## config.mk

```make
export PLATFORM = sky130hd
export DESIGN_NAME = noc_control_module_dii_arbiter
export DESIGN_NICKNAME = d
export VERILOG_FILES = /design/src/rtl/noc_control_module_dii_arbiter.sv
export SDC_FILE = /design/constraint.sdc
export NUM_CORES = 1
export LEC_CHECK = 0
export ABC_CLOCK_PERIOD_IN_PS = 3000
export BUFFER_PORTS_ARGS = -buffer_cell sky130_fd_sc_hd__buf_2
export CELL_PAD_IN_SITES_DETAIL_PLACEMENT = 1
export CELL_PAD_IN_SITES_GLOBAL_PLACEMENT = 2
export CORE_UTILIZATION = 25
export CTS_CLUSTER_DIAMETER = 120
export CTS_CLUSTER_SIZE = 28
export DETAILED_ROUTE_END_ITERATION = 12
export GPL_TIMING_DRIVEN = 0
export HOLD_SLACK_MARGIN = 0.02
export PLACE_DENSITY = 0.6
export SYNTH_ARGS = -nofsm -noshare
export SYNTH_HDL_FRONTEND = slang
export SYNTH_SLANG_ARGS = --single-unit
```

## constraint.sdc

```tcl
create_clock -name clk -period 3 [get_ports clk]
set_input_delay 0.45 -clock clk [delete_from_list [all_inputs] [get_ports clk]]
set_output_delay 0.45 -clock clk [all_outputs]
set_load 0.05 [all_outputs]
```

## src/rtl/noc_control_module_dii_arbiter.sv

```systemverilog
// noc_control_module_dii_arbiter: packet-atomic round-robin merge of N_IN dii_flit streams.
// A 2-entry FIFO registers the output and keeps throughput at one flit per cycle.
package dii_pkg;
  typedef struct packed {
    logic        valid;
    logic        last;
    logic [15:0] data;
  } dii_flit;
endpackage

module noc_control_module_dii_arbiter
  import dii_pkg::*;
#(
  parameter int N_IN           = 2,
  parameter int MAX_DI_PKT_LEN = 12
) (
  input  logic                    clk,
  input  logic                    rst_debug,
  input  dii_flit                 in_flit [N_IN],
  output logic [N_IN-1:0]         in_ready,
  output dii_flit                 out_flit,
  input  logic                    out_ready,
  output logic [$clog2(N_IN)-1:0] grant_idx,
  output logic                    len_error
);
  localparam int IW = $clog2(N_IN);
  localparam int CW = $clog2(MAX_DI_PKT_LEN + 1);
  typedef enum logic {IDLE, LOCKED} state_t;
  state_t          r_state, w_state_nxt;
  logic [IW-1:0]   r_rr, r_grant, w_sel, w_src;
  logic [CW-1:0]   r_flit_cnt, w_cnt_nxt;
  logic [16:0]     r_mem [2];
  logic            r_rd, r_wr;
  logic [1:0]      r_cnt;
  logic            w_any, w_space, w_act, w_push, w_pop, w_wd, w_last;
  // Scan downwards so the candidate closest to r_rr is the one left in w_sel.
  always_comb begin
    w_sel = r_rr;
    w_any = 1'b0;
    for (int k = N_IN - 1; k >= 0; k--) begin
      if (in_flit[(int'(r_rr) + k) % N_IN].valid) begin
        w_sel = IW'((int'(r_rr) + k) % N_IN);
        w_any = 1'b1;
      end
    end
  end
  // Reset gates in_ready combinationally so no input sees an accept while held in reset.
  always_comb begin
    w_space     = r_cnt != 2'd2;
    w_src       = (r_state == IDLE) ? w_sel : r_grant;
    w_act       = !rst_debug && w_space && (r_state == LOCKED || w_any);
    in_ready    = w_act ? N_IN'(1) << w_src : '0;
    w_push      = w_act && in_flit[w_src].valid;
    w_cnt_nxt   = (r_state == IDLE) ? CW'(1) : r_flit_cnt + 1'b1;
    w_wd        = w_push && !in_flit[w_src].last && w_cnt_nxt == CW'(MAX_DI_PKT_LEN);
    w_last      = in_flit[w_src].last || w_wd;
    w_state_nxt = !w_push ? r_state : w_last ? IDLE : LOCKED;
    w_pop       = r_cnt != 2'd0 && out_ready;
  end
  always_ff @(posedge clk or posedge rst_debug)
    if (rst_debug) r_state <= IDLE;
    else r_state <= w_state_nxt;
  always_ff @(posedge clk or posedge rst_debug) begin
    if (rst_debug) begin
      r_rr       <= '0;
      r_grant    <= '0;
      r_flit_cnt <= '0;
      len_error  <= 1'b0;
    end else if (w_push) begin
      r_grant    <= w_src;
      r_flit_cnt <= w_cnt_nxt;
      if (w_last) r_rr <= (w_src == IW'(N_IN - 1)) ? '0 : w_src + 1'b1;
      if (w_wd) len_error <= 1'b1;
    end
  end
  always_ff @(posedge clk or posedge rst_debug) begin
    if (rst_debug) begin
      r_mem[0] <= '0;
      r_mem[1] <= '0;
      r_rd     <= 1'b0;
      r_wr     <= 1'b0;
      r_cnt    <= '0;
    end else begin
      if (w_push) begin
        r_mem[r_wr] <= {w_last, in_flit[w_src].data};
        r_wr        <= ~r_wr;
      end
      if (w_pop) r_rd <= ~r_rd;
      r_cnt <= r_cnt + {1'b0, w_push} - {1'b0, w_pop};
    end
  end
  assign out_flit.valid = r_cnt != 2'd0;
  assign out_flit.last  = r_mem[r_rd][16];
  assign out_flit.data  = r_mem[r_rd][15:0];
  assign grant_idx      = r_grant;
endmodule

```

-- Yosys cells after proc, flatten, opt, wreduce, memory -nomap -nowiden
Cells that the tools add are included.
- input bits: 39
- logic and storage cells: 70
- output and inout bits: 22
- flip-flop bits (word level): 46
- $lt $le $gt $ge: 6
- reduce and logical (&&, ||, !) cells: 14
- muxes and demuxes: 24
- shift-type cells: 1
- bitwise gates (word level): 8
- add/sub/neg operators: 5
- equality and inequality tests: 2
- operators by type and width (operator ; number):
    $mux 18 ; 9
    $mux 17 ; 4
    $ge 32x2->1 const B ; 2
    $bwmux 34 ; 1
    $not 1->32 ; 1
    $not 32->32 ; 1
    $demux 17 s1 ; 1
    $logic_and 1x1->1 ; 7
    $mux 1 ; 7
    $ge 2x2->1 const B ; 3
    $not 1->2 ; 3
    $add 4x1->4 const B ; 1
    $eq 4x4->1 const B ; 1
    $mux 4 ; 1
    $reduce_and 2->1 ; 2
    $add 1x1->1 const B ; 2
    $add 2x1->2 ; 1
    $logic_not 1->1 ; 2
    $logic_or 1x1->1 ; 2
    $lt 2x1->1 const B ; 1
    $mux 2 ; 1
    $ne 2x2->1 const B ; 1
    $not 1->1 ; 2
    $reduce_bool 2->1 ; 1
    3 further kinds ; 3

-- Logic depth before layout (Yosys ltp)
Gate-level depths: netlist of the first run.
- depth after elaboration: 18
- mapped depth: 9
- mapped depth without buffers: 6

-- Worst setup path after synthesis of the first run
No wires, ideal clock.
- path kind: input-to-reg
- from: input port rst_debug
- to: register r_rr
- setup time: 0.124 ns
- cell stages on the path: 4
- arrival time: 2.525 ns
- setup slack: 0.351 ns
- cells stage by stage: inv_1 o2111ai_1 and2_1 a211o_1
- word-level cells in the longest chain between the ends: 8
- ends and longest elaborated chain (what ; line ; source):
    from (decl) ; 18 ; input logic rst_debug,
    $logic_not 1->1 (no source line) * ; - ;
    $logic_and 1x1->1 * (2 in series) ; 51 ; w_act = !rst_debug && w_space && (r_state == LOCKED || w_any);
    $logic_and 1x1->1 * ; 53 ; w_push = w_act && in_flit[w_src].valid;
    $logic_and 1x1->1 (2 in series) ; 55 ; w_wd = w_push && !in_flit[w_src].last && w_cnt_nxt == CW'(MAX_DI_PKT_LEN);
    $logic_or 1x1->1 ; 56 ; w_last = in_flit[w_src].last || w_wd;
    $reduce_and 2->1 (no source line) * ; - ;
    to (signal assigned) ; 72 ; if (w_last) r_rr <= (w_src == IW'(N_IN - 1)) ? '0 : w_src + 1'b1;
    to (decl) ; 30 ; logic [IW-1:0] r_rr, r_grant, w_sel, w_src;
Mark *: on every way between the ends. The rest lies on a longest branch, timed or not.
A chain may end at the register's enable or synchronous reset.

==> flow_summary.json, run 1 <==
{
  "syn2layout_area_growth_pct": 23.41,
  "synthCells": 226,
  "portBuffers": 60,
  "setup_viol": 0,
  "leakage_uw": 0.001368,
  "initial_core_util_pct": 25.92,
  "finalCritPeriodShare_pct": 91.87,
  "max_freq_mhz": 362.8,
  "place_congestion": 0.6438,
  "status": "finished clean",
  "drc": 0,
  "clk_pin_slew_ps": 90,
  "via_per_inst": 4.402,
  "fp.coreArea_um2": 9240,
  "drive_above_1_share_pct": 41.84,
  "place_hpwl_mm": 4.436,
  "fin_hold_ws_ps": 99.97,
  "cp-start-kind": "flop",
  "antenna_found_initial": 0,
  "overflow": 0,
  "clock_skew_ps": 4.012,
  "criticalPathCategory": "flop to output pin",
  "row_count": 35,
  "grt_pass1_wl_mm": 10.10,
  "ys_warn_count": 0,
  "vias": 1862,
  "hold_viol_final": 0,
  "crit_required_ps": 2550,
  "syn-num-nets": 267,
  "die_h_um": 99.88,
  "wl_mm": 6.215,
  "cts_root_buf": "clkbuf_8",
  "synth-async-reset-ratio_pct": 100.0,
  "cts_tree": "done",
  "cts_setup_buffers": 0,
  "cap_viol_max_count": 0,
  "yosys_register_bits": 46,
  "power.density_nw_per_um2": 1227,
  "grt_max_degree": 38,
  "wl_per_cell_um": 14.69,
  "final_cell_area_um2": 2955,
  "io_pins": 61,
  "htreeDepth": 2,
  "cts_buffers": 5,
  "ys_seq_area_share_pct": 48.07,
  "drv_slew": 0,
  "hold_path_class": "input pin to async pin",
  "clock_latency_ps": 290,
  "reg2reg_depth": 7,
  "dieArea_um2": 9975,
  "holdBufCountCts": 0,
  "reg2reg_to": "r_mem[33]",
  "rsz0062_at_grt": "no",
  "critical_path.max_fanout": 10,
  "avgSynthCellArea_um2": 10.60,
  "cp-end-kind": "output pin",
  "first_pass_iters": 4,
  "cts_resized": 0,
  "vdd_drop_max_v": 0.0004312,
  "syn_area_um2": 2395,
  "fin_crit_ps": 2756,
  "synth_edf_count": 0,
  "drt_iter0_drc": 44,
  "slew_headroom_pct": 53.44,
  "crit-reg2reg-launch": "grant_idx",
  "tightest_slew_ps": 697.6,
  "max-clock-path-buffers": 2,
  "ant_nets": 0,
  "rrSetupSlack_ps": 980,
  "fin_nets": 335,
  "diodes": 0,
  "synthFlopType": "dfrtp_1",
  "arrival_ps": 2310,
  "placed_area_um2": 2877,
  "grt_pass1_vias": 1910,
  "ys_types": 38,
  "track_usage_pct": 12.96,
  "fp.dieW_um": 99.88,
  "cts_sinks": 46
}
==> cells in the mapped netlist, types with 3 or more instances <==
cell / count / area, um^2
nand2_1: 27 / 101.4
o21ai_0: 24 / 120.1
mux2i_1: 17 / 170.2
mux2_2: 18 / 202.7
nor2_1: 11 / 41.29
a21oi_1: 12 / 60.06
nor2b_1: 5 / 31.28
dfrtp_1: 46 / 1151
nor2_2: 7 / 43.79
xnor2_1: 3 / 26.28
inv_1: 4 / 15.01
nor2_4: 3 / 33.78
buf_2: 4 / 20.02
a21oi_2: 9 / 78.83
buf_6: 5 / 56.30
nand3_1: 3 / 15.01
==> flip-flops by register name, summed over array words and instances (netlist names) <==
| signal | count |
|---|---|
| grant_idx | 1 |
| len_error | 1 |
| r_cnt | 2 |
| r_flit_cnt | 4 |
| r_mem | 34 |
| r_rd | 1 |
| r_rr | 1 |
| r_state | 1 |
| r_wr | 1 |
==> through the flow <==
step / instances / setup slack (ps) / total power, uW / TNS (ps) / utilization (%)
after CTS: 423 / 175.4 / 3693 / 0 / 31.98
after global routing: 423 / 64.48 / 3878 / 0 / 31.98
after detailed placement: 416 / 506.7 / 3311 / 0 / 31.13
after global placement: 415 / -717.5 / 3273 / -13660 / 30.91
final: 423 / 243.9 / 3626 / 0 / 31.98
after floorplan: 226 / 351.4 / 2788 / 0 / -
==> placed cells by master, fill, tap and decap left out, drive strengths merged <==
master   count
o2bb2ai      1
o2111ai      1
mux2i       17
nand3        3
o31ai        1
o211a        1
a31o         1
nand2b       2
o2111a       1
a31oi        1
xor2         2
a21oi       21
ha           2
nor2b        5
or2          2
clkinv       2
mux2        19
nor2        21
or3          1
nand2       27
dfrtp       46
buf         72
clkbuf       8
and2         2
o21ai       24
xnor2        3
nor4b        1
inv          4
o31a         1
a211o        1
nand4b       1
==> report_power, final <==
group / total (uW) / switching, uW / internal, uW / leakage, uW
clock network: 367 / 210 / 157 / 0.0000438
logic: 2170 / 1440 / 732 / 0.000779
registers: 1090 / 184 / 905 / 0.000545
==> worst max-delay path by stage <==
stage / to / depth (start not counted) / start
finish: out_flit[3] / 4 / r_rd
floorplan: r_rr / 4 / rst_debug
global placement: r_rr / 5 / rst_debug
global route: out_flit[3] / 4 / r_rd
detailed placement: out_flit[3] / 4 / r_rd
CTS: out_flit[3] / 4 / r_rd
==> area by class of cell <==
cell class	instances	area, um^2
Clock buffer	5	68.82
Timing Repair Buffer	61	320.3
Tap cell	129	161.4
Fill cell	1066	6285
Buffer	14	103.9
Sequential cell	46	1151
Clock inverter	2	10.01
Multi-Input combinational cell	162	1125
Inverter	4	15.01
==> routing by layer <==
layer	wire (um)	global-route usage, %	up-vias
li1	-	-	915
met2	2851	20.69	39
met4	20	1.697	0
met5	0	0	-
met1	3146	18.96	906
met3	196	2.019	2
==> critical path, stage by stage (launching register included) <==
cell,delay [ps]
dfrtp_1,330
clkbuf_1,490
clkbuf_1,570
mux2_2,410
buf_2,210
==> cells by family after synthesis <==
| group | after synthesis | synth area share (%) |
|---|---|---|
| xor gates and xnor gates | 5 | 1.829 |
| adders and majority gates | 2 | 1.045 |
| buffers and inverters | 18 | 4.963 |
| AOI/OAI and AO/OA | 54 | 14.11 |
| muxes | 36 | 16.20 |
| DFF | 46 | 48.07 |
| and+or+nand+nor | 65 | 13.79 |
Power figures use the tool's default switching activity.
==> inputs of run 2 (changes only) <==
--- a/config.mk
+++ b/config.mk
@@ -5,7 +5,7 @@
 export SDC_FILE = /design/constraint.sdc
 export NUM_CORES = 1
 export LEC_CHECK = 0
-export ABC_CLOCK_PERIOD_IN_PS = 3000
+export ABC_CLOCK_PERIOD_IN_PS = 2600
 export BUFFER_PORTS_ARGS = -buffer_cell sky130_fd_sc_hd__buf_2
 export CELL_PAD_IN_SITES_DETAIL_PLACEMENT = 1
 export CELL_PAD_IN_SITES_GLOBAL_PLACEMENT = 2
==> constraint.sdc (replaced) <==
create_clock -name clk -period 2.6 [get_ports clk]
set_input_delay 0.39 -clock clk [delete_from_list [all_inputs] [get_ports clk]]
set_output_delay 0.39 -clock clk [all_outputs]
set_load 0.05 [all_outputs]
==> run 2 against run 1 <==
Net effect:
- sequential cell count unchanged
- non-clock buffer count down 1
- combinational power up 14%
- total power up 15%
- setup slack better by 22 ps
- die area unchanged
- critical endpoint unchanged
- largest power group unchanged
==> flow_summary.json, run 2 (synthesis results as in run 1) <==
{
  "clk_pin_slew_ps": 90,
  "wl_per_cell_um": 14.73,
  "regMostFlops": "r_mem",
  "drc": 0,
  "final_cell_area_um2": 2953,
  "p_total_uw": 4184,
  "wl_mm": 6.217,
  "cts_buffers": 5,
  "mostFrequentLayoutCell": "buf_2",
  "cp-startpoint": "r_rd",
  "cts_sinks": 46,
  "cts_setup_buffers": 0,
  "syn2layout_area_growth_pct": 23.30,
  "ant_nets": 0,
  "reg2reg_depth": 7,
  "cts_tree": "done",
  "setup_ws_ps": 265.9,
  "htreeDepth": 2,
  "initial_core_util_pct": 25.92,
  "placed_area_um2": 2877,
  "grt_pass1_vias": 1910,
  "crit_required_ps": 2210,
  "antenna_found_initial": 0,
  "seqCellArea_um2": 1151,
  "portBuffers": 60,
  "reg2reg_to": "r_mem[33]",
  "via_per_inst": 4.412,
  "final_cell_mix": "buf_2, dfrtp_1, nand2_1",
  "rsz0062_at_grt": "no",
  "power.density_nw_per_um2": 1417,
  "holdBufCountCts": 0,
  "overflow": 0,
  "tightest_slew_ps": 697.0,
  "place_hpwl_mm": 4.436,
  "crit-reg2reg-launch": "grant_idx",
  "multi_input_area_um2": 1125,
  "grt_max_degree": 38,
  "track_usage_pct": 12.96,
  "fp.coreArea_um2": 9240,
  "place_ws_ps": 166.7,
  "row_count": 35,
  "dieArea_um2": 9975,
  "fin_crit_ps": 2334,
  "grt_pass1_wl_mm": 10.10,
  "hold_viol_final": 0,
  "io_pins": 61,
  "status": "finished clean",
  "drive_above_1_share_pct": 42.32,
  "arrival_ps": 1940,
  "fillers": 1065,
  "cap_viol_max_count": 0,
  "leakage_uw": 0.001370,
  "largest_registers": "r_mem x34, r_flit_cnt x4, r_cnt x2",
  "cp-start-kind": "flop",
  "vdd_drop_max_v": 0.0004976,
  "criticalPathCategory": "flop to output pin",
  "fin_nets": 334,
  "hold_path_class": "input pin to async pin",
  "die_h_um": 99.88,
  "first_pass_iters": 4,
  "clock_latency_ps": 290,
  "diodes": 0,
  "max-clock-path-buffers": 2,
  "slew_headroom_pct": 53.49,
  "drv_slew": 0,
  "critical_path.max_fanout": 10,
  "endpoint": "out_flit[3]",
  "finalCritPeriodShare_pct": 89.77,
  "clock_skew_ps": 4.321,
  "max_freq_mhz": 428.4,
  "fin_setup_tns_ps": 0,
  "vias": 1862,
  "cts_root_buf": "clkbuf_8",
  "setup_viol": 0,
  "rrSetupSlack_ps": 580,
  "cp-end-kind": "output pin",
  "drt_iter0_drc": 43,
  "largest_reg_flops": 34,
  "fp.dieW_um": 99.88,
  "place_congestion": 0.6438
}
run 2: timing repair:
action,4_1_cts,5_1_grt
gates resized for setup,1,0
cloned,0,0
endpoints found under the setup margin,9,9
run 2: layout make-up:
| cell class | instances | share of cell area (%) |
|---|---|---|
| sequential | 46 | 38.98 |
| multi-input combinational | 162 | 38.09 |
| timing repair buffer | 61 | 10.85 |
| tap | 129 | 5.466 |
| buffer | 13 | 3.432 |
| clock buffer | 5 | 2.331 |
| inverter | 4 | 0.5085 |
| clock inverter | 2 | 0.3390 |
run 2: layer usage:
layer | share of wire [%] | vias to the layer above | wire length, um | global-route usage (%)
li1 | - | 912 | - | -
met1 | 50 | 907 | 3136 | 18.96
met2 | 46 | 41 | 2851 | 20.69
met3 | 3.4 | 2 | 209 | 2.019
met4 | 0.32 | 0 | 20 | 1.697
met5 | 0 | - | 0 | 0
run 2: worst min-delay path by stage:
stage / from / to / slack [ps] / cells past startpoint
final: rst_debug / grant_idx / 40 / 2
after global routing: rst_debug / r_mem[6] / 60 / 2
after floorplan: r_mem[20] / r_mem[20] / 450 / 2
after global placement: r_mem[32] / r_mem[32] / 460 / 2
after detailed placement: rst_debug / grant_idx / 370 / 2
after CTS: rst_debug / grant_idx / 50 / 2
run 2: per-stage QoR:
step	std cells	hold WS, ps	utilization (%)
final	422	39.88	31.96
after global routing	422	61.03	31.96
after CTS	423	50.84	32.00
after detailed placement	416	367.3	31.13
after global placement	415	458.5	30.91
after floorplan	226	445.9	-
run 2: worst max-delay path, cell delays in order (launching register included):
cell	delay, ps
dfrtp_1	660
clkbuf_2	390
mux2_2	380
buf_2	210
run 2: power breakdown:
group	switching (uW)	total, uW	internal, uW	leakage, uW
Sequential	246	1290	1040	0.000545
Combinational	1630	2470	843	0.000781
Clock	242	423	181	0.0000438
